File: config.mk
export PLATFORM = sky130hd
export DESIGN_NAME = tck7_udp_beacon
export DESIGN_NICKNAME = d
export VERILOG_FILES = /design/src/rtl/tck7_udp_beacon.sv
export SDC_FILE = /design/constraint.sdc
export NUM_CORES = 1
export LEC_CHECK = 0
export CAP_MARGIN = 20
export CORE_UTILIZATION = 50
export DETAILED_ROUTE_END_ITERATION = 16
export PLACE_DENSITY_LB_ADDON = 0.3
export SLEW_MARGIN = 10
export SYNTH_ARGS = -nofsm -noshare
export SYNTH_HDL_FRONTEND = slang
export SYNTH_SLANG_ARGS = --single-unit
File: constraint.sdc
create_clock -name clk -period 5 [get_ports clk]
set_clock_uncertainty 0.05 [all_clocks]
set_input_delay 1 -clock clk [delete_from_list [all_inputs] [get_ports clk]]
set_output_delay 1 -clock clk [all_outputs]
set_load 0.02 [all_outputs]
File: src/rtl/tck7_udp_beacon.sv
// Free-running GMII beacon: one broadcast Ethernet/IPv4/UDP frame every PKT_DELAY_LIM cycles.
// Define TCK7_UDP_BEACON_RX_STATS_EN to report RX frame/error counts in payload bytes 4-11.
module tck7_udp_beacon #(
  parameter int unsigned PKT_DELAY_LIM = 125_000_000,
  parameter logic [47:0] SRC_MAC       = 48'h02_00_00_00_00_01,
  parameter logic [47:0] DST_MAC       = 48'hFF_FF_FF_FF_FF_FF,
  parameter logic [31:0] SRC_IP        = 32'hC0A8_0164,
  parameter logic [31:0] DST_IP        = 32'hFFFF_FFFF,
  parameter logic [15:0] UDP_SRC_PORT  = 16'd5000,
  parameter logic [15:0] UDP_DST_PORT  = 16'd5000
) (
  input  logic       clk,
  input  logic       reset,
  input  logic       gmii_rx_dv,
  input  logic       gmii_rx_er,
  input  logic [7:0] gmii_rxd,
  output logic       gmii_tx_en,
  output logic       gmii_tx_er,
  output logic [7:0] gmii_txd
);

  localparam int unsigned PW = (PKT_DELAY_LIM > 1) ? $clog2(PKT_DELAY_LIM) : 1;
  localparam logic [PW-1:0] PERIOD_LAST = PW'(PKT_DELAY_LIM - 1);

  localparam logic [2:0] S_IDLE     = 3'd0;
  localparam logic [2:0] S_PREAMBLE = 3'd1;
  localparam logic [2:0] S_HEADER   = 3'd2;
  localparam logic [2:0] S_PAYLOAD  = 3'd3;
  localparam logic [2:0] S_FCS      = 3'd4;

  function automatic logic [15:0] ip_csum(input logic [31:0] sip, input logic [31:0] dip);
    logic [31:0] s;
    s = 32'h0000_4500 + 32'h0000_00A8 + 32'h0000_4000 + 32'h0000_4011
      + {16'h0, sip[31:16]} + {16'h0, sip[15:0]} + {16'h0, dip[31:16]} + {16'h0, dip[15:0]};
    s = {16'h0, s[15:0]} + {16'h0, s[31:16]};
    s = {16'h0, s[15:0]} + {16'h0, s[31:16]};
    return ~s[15:0];
  endfunction

  localparam logic [15:0] IP_CSUM = ip_csum(SRC_IP, DST_IP);

  // Frame bytes 8-49, first byte in the top bits.
  localparam logic [335:0] HDR = {DST_MAC, SRC_MAC, 16'h0800,
                                  16'h4500, 16'h00A8, 16'h0000, 16'h4000, 16'h4011, IP_CSUM,
                                  SRC_IP, DST_IP,
                                  UDP_SRC_PORT, UDP_DST_PORT, 16'h0094, 16'h0000};

  function automatic logic [31:0] crc_byte(input logic [31:0] c, input logic [7:0] d);
    logic [31:0] r;
    r = c ^ {24'h0, d};
    for (int k = 0; k < 8; k++) begin
      r = r[0] ? ((r >> 1) ^ 32'hEDB8_8320) : (r >> 1);
    end
    return r;
  endfunction

  logic [PW-1:0] r_period;
  logic [2:0]    r_state;
  logic [7:0]    r_idx;
  logic [31:0]   r_crc;
  logic [31:0]   r_seq;
  logic          r_tx_en;
  logic [7:0]    r_txd;

  logic          w_wrap;
  logic          w_start;
  logic [7:0]    w_next_idx;
  logic [5:0]    w_hdr_off;
  logic [7:0]    w_pay_off;
  logic [1:0]    w_fcs_off;
  logic [335:0]  w_hdr_sh;
  logic [31:0]   w_fcs_sh;
  logic [7:0]    w_pay_byte;
  logic [7:0]    w_byte;
  logic          w_crc_en;

  assign w_wrap     = (r_period == PERIOD_LAST);
  assign w_start    = (r_state == S_IDLE) && w_wrap;
  assign w_next_idx = r_idx + 8'd1;
  assign w_pay_off  = w_next_idx - 8'd50;
  assign w_crc_en   = (w_next_idx >= 8'd8) && (w_next_idx < 8'd190);

`ifdef TCK7_UDP_BEACON_RX_STATS_EN
  logic        r_rx_dv_q;
  logic [31:0] r_rx_frames;
  logic [31:0] r_rx_errs;
  logic [31:0] r_snap_frames;
  logic [31:0] r_snap_errs;
  logic        w_unused;

  assign w_unused = ^gmii_rxd;

  always_ff @(posedge clk or posedge reset) begin
    if (reset) begin
      r_rx_dv_q     <= 1'b0;
      r_rx_frames   <= 32'd0;
      r_rx_errs     <= 32'd0;
      r_snap_frames <= 32'd0;
      r_snap_errs   <= 32'd0;
    end else begin
      r_rx_dv_q <= gmii_rx_dv;
      if (gmii_rx_dv && !r_rx_dv_q && (r_rx_frames != 32'hFFFF_FFFF)) begin
        r_rx_frames <= r_rx_frames + 32'd1;
      end
      if (gmii_rx_dv && gmii_rx_er && (r_rx_errs != 32'hFFFF_FFFF)) begin
        r_rx_errs <= r_rx_errs + 32'd1;
      end
      if (w_start) begin
        r_snap_frames <= r_rx_frames;
        r_snap_errs   <= r_rx_errs;
      end
    end
  end
`else
  logic w_unused;
  assign w_unused = ^{gmii_rx_dv, gmii_rx_er, gmii_rxd};
`endif

  always_comb begin
    w_pay_byte = w_pay_off;
    case (w_pay_off)
      8'd0:  w_pay_byte = r_seq[31:24];
      8'd1:  w_pay_byte = r_seq[23:16];
      8'd2:  w_pay_byte = r_seq[15:8];
      8'd3:  w_pay_byte = r_seq[7:0];
`ifdef TCK7_UDP_BEACON_RX_STATS_EN
      8'd4:  w_pay_byte = r_snap_frames[31:24];
      8'd5:  w_pay_byte = r_snap_frames[23:16];
      8'd6:  w_pay_byte = r_snap_frames[15:8];
      8'd7:  w_pay_byte = r_snap_frames[7:0];
      8'd8:  w_pay_byte = r_snap_errs[31:24];
      8'd9:  w_pay_byte = r_snap_errs[23:16];
      8'd10: w_pay_byte = r_snap_errs[15:8];
      8'd11: w_pay_byte = r_snap_errs[7:0];
`endif
      default: ;
    endcase
  end

  // Byte mux is driven by the index of the byte about to be loaded into r_txd.
  always_comb begin
    w_hdr_off = 6'(w_next_idx - 8'd8);
    w_fcs_off = 2'(w_next_idx - 8'd190);
    w_hdr_sh  = HDR << {w_hdr_off, 3'b000};
    w_fcs_sh  = (~r_crc) >> {w_fcs_off, 3'b000};
    w_byte    = 8'h00;
    if (w_next_idx < 8'd7) begin
      w_byte = 8'h55;
    end else if (w_next_idx == 8'd7) begin
      w_byte = 8'hD5;
    end else if (w_next_idx < 8'd50) begin
      w_byte = w_hdr_sh[335:328];
    end else if (w_next_idx < 8'd190) begin
      w_byte = w_pay_byte;
    end else begin
      w_byte = w_fcs_sh[7:0];
    end
  end

  always_ff @(posedge clk or posedge reset) begin
    if (reset) begin
      r_period <= '0;
      r_state  <= S_IDLE;
      r_idx    <= 8'd0;
      r_crc    <= 32'hFFFF_FFFF;
      r_seq    <= 32'd0;
      r_tx_en  <= 1'b0;
      r_txd    <= 8'h00;
    end else begin
      r_period <= w_wrap ? '0 : r_period + PW'(1);
      case (r_state)
        S_IDLE: begin
          if (w_wrap) begin
            r_state <= S_PREAMBLE;
            r_idx   <= 8'd0;
            r_tx_en <= 1'b1;
            r_txd   <= 8'h55;
            r_crc   <= 32'hFFFF_FFFF;
          end
        end
        default: begin
          if (r_idx == 8'd193) begin
            r_state <= S_IDLE;
            r_idx   <= 8'd0;
            r_tx_en <= 1'b0;
            r_txd   <= 8'h00;
            r_crc   <= 32'hFFFF_FFFF;
            r_seq   <= r_seq + 32'd1;
          end else begin
            r_idx <= w_next_idx;
            r_txd <= w_byte;
            if (w_crc_en) r_crc <= crc_byte(r_crc, w_byte);
            if (w_next_idx == 8'd8) r_state <= S_HEADER;
            else if (w_next_idx == 8'd50) r_state <= S_PAYLOAD;
            else if (w_next_idx == 8'd190) r_state <= S_FCS;
          end
        end
      endcase
    end
  end

  assign gmii_tx_en = r_tx_en;
  assign gmii_txd   = r_txd;
  assign gmii_tx_er = 1'b0;

endmodule

# Yosys cells after proc, flatten, opt, wreduce, memory -nomap -nowiden
# Index checks and enable logic that the tools add are counted.
# totals
register_bits	111
inputBits	12
output_inout_bits	10
# op_classes
addsub	6
order_cmp	4
n_eq_ne	10
n_shift	2
muxes	33
bitwise_logic	11
reduce_logical	10
# op_table
op	count
two-way mux 32 bit	12
left shift 336 x 9 -> 336 bit, first input constant	1
NOT 13 -> 14 bit	8
two-way mux 8 bit	10
adder 32 x 1 -> 32 bit, second input constant	1
NOT 32 bit	1
one-hot mux 8 bit (4 select lines)	1
>> shifter 32 x 5 -> 8 bit	1
XOR 32 x 8 -> 32 bit	1
adder 27 x 1 -> 27 bit, second input constant	1
equality test 27 bit, second input constant	1
two-way mux 27 bit	1
two-way mux 3 bit	6
equality test 8 x 2 -> 1 bit, second input constant	2
equality test 8 bit, second input constant	2
adder 8 x 1 -> 8 bit, second input constant	1
equality test 8 x 1 -> 1 bit, second input constant	1
equality test 8 x 3 -> 1 bit, second input constant	1
equality test 8 x 4 -> 1 bit, second input constant	1
equality test 8 x 6 -> 1 bit, second input constant	1
greater-or-equal comparator 8 x 4 -> 1 bit, second input constant	1
zero test 8 bit	1
< comparator 8 x 3 -> 1 bit, second input constant	1
< comparator 8 x 6 -> 1 bit, second input constant	1
other kinds (13)	18

# Logic depth before layout (Yosys ltp)
# Gate-level depths: netlist (run 1).
# depth
depth_word	28
mapped_depth	19
mapped_depth_nobuf	15

# Worst setup path after synthesis (run 1)
# OpenSTA, ideal clock, no wires.
# synth_timing
kind	register to register
startpoint	register r_idx[0]
endpoint	register r_crc[20]
setup_ps	73
arrival_ps	4704
required_time_ps	4877
slack_ps	173
stages_incl_launch_ff	18
path_buffers	3
synth_period_minus_slack_ps	4827
path_cell_list	dfrtp_1 -> buf_2 -> buf_1 -> inv_1 -> ha_1 -> buf_1 -> inv_1 -> ha_1 -> inv_1 -> o221ai_1 -> and3_1 -> o2111a_2 -> o211ai_4 -> xor2_4 -> xnor3_2 -> xor3_1 -> xor2_1 -> a21oi_1
# synth_between
elab_chain_cells	25
# synth_lines
item	line_no	source
from (decl)	59	logic [7:0] r_idx;
from (signal assigned)	190	r_idx <= w_next_idx;
branches (longest 25 deep; another with adder 8 x 1 -> 8 bit)	--	
to (signal assigned)	192	if (w_crc_en) r_crc <= crc_byte(r_crc, w_byte);
to (decl)	60	logic [31:0] r_crc;
# Several ways; the timed one is not identified. The select of a mux whose other input is x is not followed.
# A chain may end at the register's enable or synchronous reset.

# Worst setup path after layout (run 1)
# layout_timing
startpoint	register r_idx[1]
endpoint	register r_crc[20]
# The elaborated chain is that of the path after synthesis.

==> results.toml, run 1 <==
[outcome]
status = "finished with violations"
violations = "design-rule violations"

[route]
remaining_drc_errors = 3
drt_iter0_markers = 448
num_vias = 6143
via_per_inst = 6.205
ant_nets = 0
wl_per_cell_um = 19.36
finalWirelength_um = 19170
drt_pass1_iterations = 11

[setup_path]
arrival_ns = 4.87
cp_max_fo = 9
path_buf_inv = 3
start_kind = "flip-flop"
critical_path.slowest_cell = "nor4_2"
path_class = "reg -> reg"
slowest_delay_ns = 0.60
required_ns = 5.24
end_kind = "flip-flop"
crit_chain = "inv_1 -> ha_1 -> inv_1 -> ha_1 -> inv_1 -> o221ai_1 -> and3_1 -> o2111ai_2 -> a2111oi_0 -> nor4_2 -> xnor3_2 -> xor3_1 -> xor2_1 -> a21oi_1"
crit_path_frequent_cell = "inv_1"
cpLargestDelayFamily = "XOR/XNOR gates"

[pwr]
ir_drop_mv = 0.1759
power.leakage_nw = 3.552
p_per_area_nw_per_um2 = 208.8

[layout]
layout.nets = 826
fin_cells = 990
drive_above_1_share_pct = 15.14
design_area_um2 = 8322
antenna_cells = 0
synthToLayoutAreaGrowth_pct = 9.104
fill_cells = 1268

[placed_design]
io_buffers = 10
place_inst = 974
dpl.hpwl_um = 13970
place_area_um2 = 7983
gp_congestion = 0.9490

[die]
die_width_um = 125.5
initial_utilization_pct = 51.89
coreArea_um2 = 14700
ios = 22
die_area_um2 = 15750
rows = 44
die_y_um = 125.5

[clocking]
cts.sinks = 111
clkTransAtPathRegs_ns = 0.08
insertion_delay_ns = 0.36
htree_levels = 3
cts_tree = "done"
post_cts_buffers = 0
holdBufCountCts = 0
cts_buffers = 9
root_buffer = "clkbuf_16"
cts-resized-gates = 0
clk_path_buf_depth = 2

[logic_synthesis]
synthArstFlopShare_pct = 100.0
syn_avg_cell_area_um2 = 9.594
syn_nets = 820
synthesis.area_um2 = 7627
synth_ff_type = "dfrtp_1"
netlist-cell-type-count = 83
yosysWarnings = 0
synth-seq-area-share_pct = 36.94
syn_inst = 795
synth.ff_latch_count = 111
synth_edf_count = 0

[timing]
post-route-min-period_ns = 4.638
setup_viol = 0
worst_pin_slew_ns = 0.9647
grt_setup_unrepaired = "false"
slew_headroom_pct = 35.45
timing.setup.tns_ns = 0
drv_slew = 0
holdWs_ns = 0.4301
max_freq_ghz = 0.2156
hold_viol = 0
min_period_over_period_pct = 92.76

[global_routing]
grt-ovfl-total = 0
antenna_found_initial = 0
grt_pass1_vias = 6101
grt_pass1_wl_um = 31840
grt_max_degree = 56
grt_use_total_pct = 25.84

[run]
maxCapViolations = 0

[hold_path]
hp-class = "reg -> reg"
worst min-delay path: cells and delay by family (launching register included):
kind	cells	cell delay, ns
DFF	1	0.35
AOI/OAI and AO/OA	1	0.06
and+or+nand+nor	1	0.04
synthesized netlist by cell type, types with 8 or more instances:
| cell | number | share of area, % |
|---|---|---|
| nand2_1 | 75 | 3.7 |
| nor2_1 | 64 | 3.1 |
| nand3_1 | 32 | 2.1 |
| nor3_1 | 39 | 2.6 |
| inv_1 | 15 | 0.74 |
| clkbuf_1 | 25 | 1.2 |
| xnor2_1 | 54 | 6.2 |
| and3_1 | 16 | 1.3 |
| a21oi_1 | 49 | 3.2 |
| nor2b_1 | 10 | 0.82 |
| ha_1 | 13 | 2.1 |
| dfstp_2 | 32 | 11 |
| and4_1 | 8 | 0.92 |
| nand4_1 | 18 | 1.5 |
| a22oi_1 | 16 | 1.6 |
| mux4_2 | 8 | 2.4 |
| o21ai_0 | 33 | 2.2 |
| dfrtp_1 | 79 | 26 |
| xor2_1 | 42 | 4.8 |
| xnor3_1 | 11 | 3.2 |
| or3_1 | 8 | 0.66 |
layout by cell type (no fill, tap or decap), drive strengths merged, types with 32 or more instances in the layout:
| master | n |
|---|---|
| dfrtp | 79 |
| nand2 | 76 |
| nor2 | 65 |
| xnor2 | 59 |
| a21oi | 50 |
| xor2 | 47 |
| nor3 | 39 |
| o21ai | 38 |
| nand3 | 35 |
| dfstp | 32 |
logic make-up (layout without fill, tap and decap cells):
family	Yosys count	count (layout)	share of synthesized area [%]
other	1	1	0.04917
and+or+nand+nor	296	296	19.29
xor gates and xnor gates	122	122	18.27
AOI/OAI and AO/OA	176	176	16.34
muxes	17	17	3.592
DFF	111	111	36.94
buffers and inverters	59	70	3.379
adders and majority gates	13	13	2.133
stage by stage:
step / power [mW] / setup slack (ns) / utilization (%)
2_1_floorplan: 0.9291 / 0.1735 / -
3_3_place_gp: 0.9354 / 0.5109 / 54.31
3_5_place_dp: 0.9365 / 0.3988 / 54.31
4_1_cts: 1.751 / 0.3825 / 56.61
5_1_grt: 1.785 / 0.09729 / 56.61
6_report: 1.738 / 0.3622 / 56.61
path summary, 6_finish.rpt:
path | from | endpoint | slack (ns) | depth (start not counted)
setup / recovery | r_idx[1] | r_crc[20] | 0.36 | 14
hold / removal | gmii_txd[5] | gmii_txd[5] | 0.43 | 2
setup reg to reg | r_idx[1] | r_crc[20] | 0.36 | 14
hold reg to reg | gmii_txd[5] | gmii_txd[5] | 0.43 | 2
max in group asynchronous | reset | r_crc[29] | 3.05 | 3
min in group asynchronous | reset | r_idx[4] | 0.96 | 2
report_power, final:
group / total [mW] / internal, mW / switching, mW
clock network: 0.820 / 0.451 / 0.369
registers: 0.898 / 0.898 / 0
logic: 0.0199 / 0.00187 / 0.0180
total: 1.74 / 1.35 / 0.387
metal layers:
layer | wire, um | global-route usage [%] | vias to the layer above | part of all wire [%]
li1 | - | - | 2876 | -
met1 | 8625 | 34.20 | 3034 | 45
met2 | 9047 | 41.70 | 189 | 47
met3 | 953 | 5.434 | 44 | 5.0
met4 | 540 | 9.613 | 0 | 2.8
met5 | 0 | 0 | - | 0
final cells by class:
| cell class | instances | area (um^2) | share of cell area [%] |
|---|---|---|---|
| Clock buffer | 9 | 225.2 | 2.706 |
| Clock inverter | 7 | 113.9 | 1.368 |
| Inverter | 16 | 62.56 | 0.7518 |
| Multi-Input combinational cell | 625 | 4562 | 54.82 |
| Sequential cell | 111 | 2818 | 33.86 |
| Tap cell | 184 | 230.2 | 2.767 |
| Timing Repair Buffer | 38 | 310.3 | 3.729 |
sequential cells by signal (all words and copies together), names as in the netlist:
| signal | flops |
|---|---|
| r_crc | 32 |
| r_seq | 32 |
| r_period | 27 |
| gmii_txd | 8 |
| r_idx | 8 |
| r_state | 3 |
| gmii_tx_en | 1 |
Note: power is estimated with default switching activity, not from simulation.
==> run 2: changes to the inputs <==
SLEW_MARGIN = 20   (was 10)
==> results of run 2 <==
The final DEF is identical to that of run 1; final timing and power are the same.
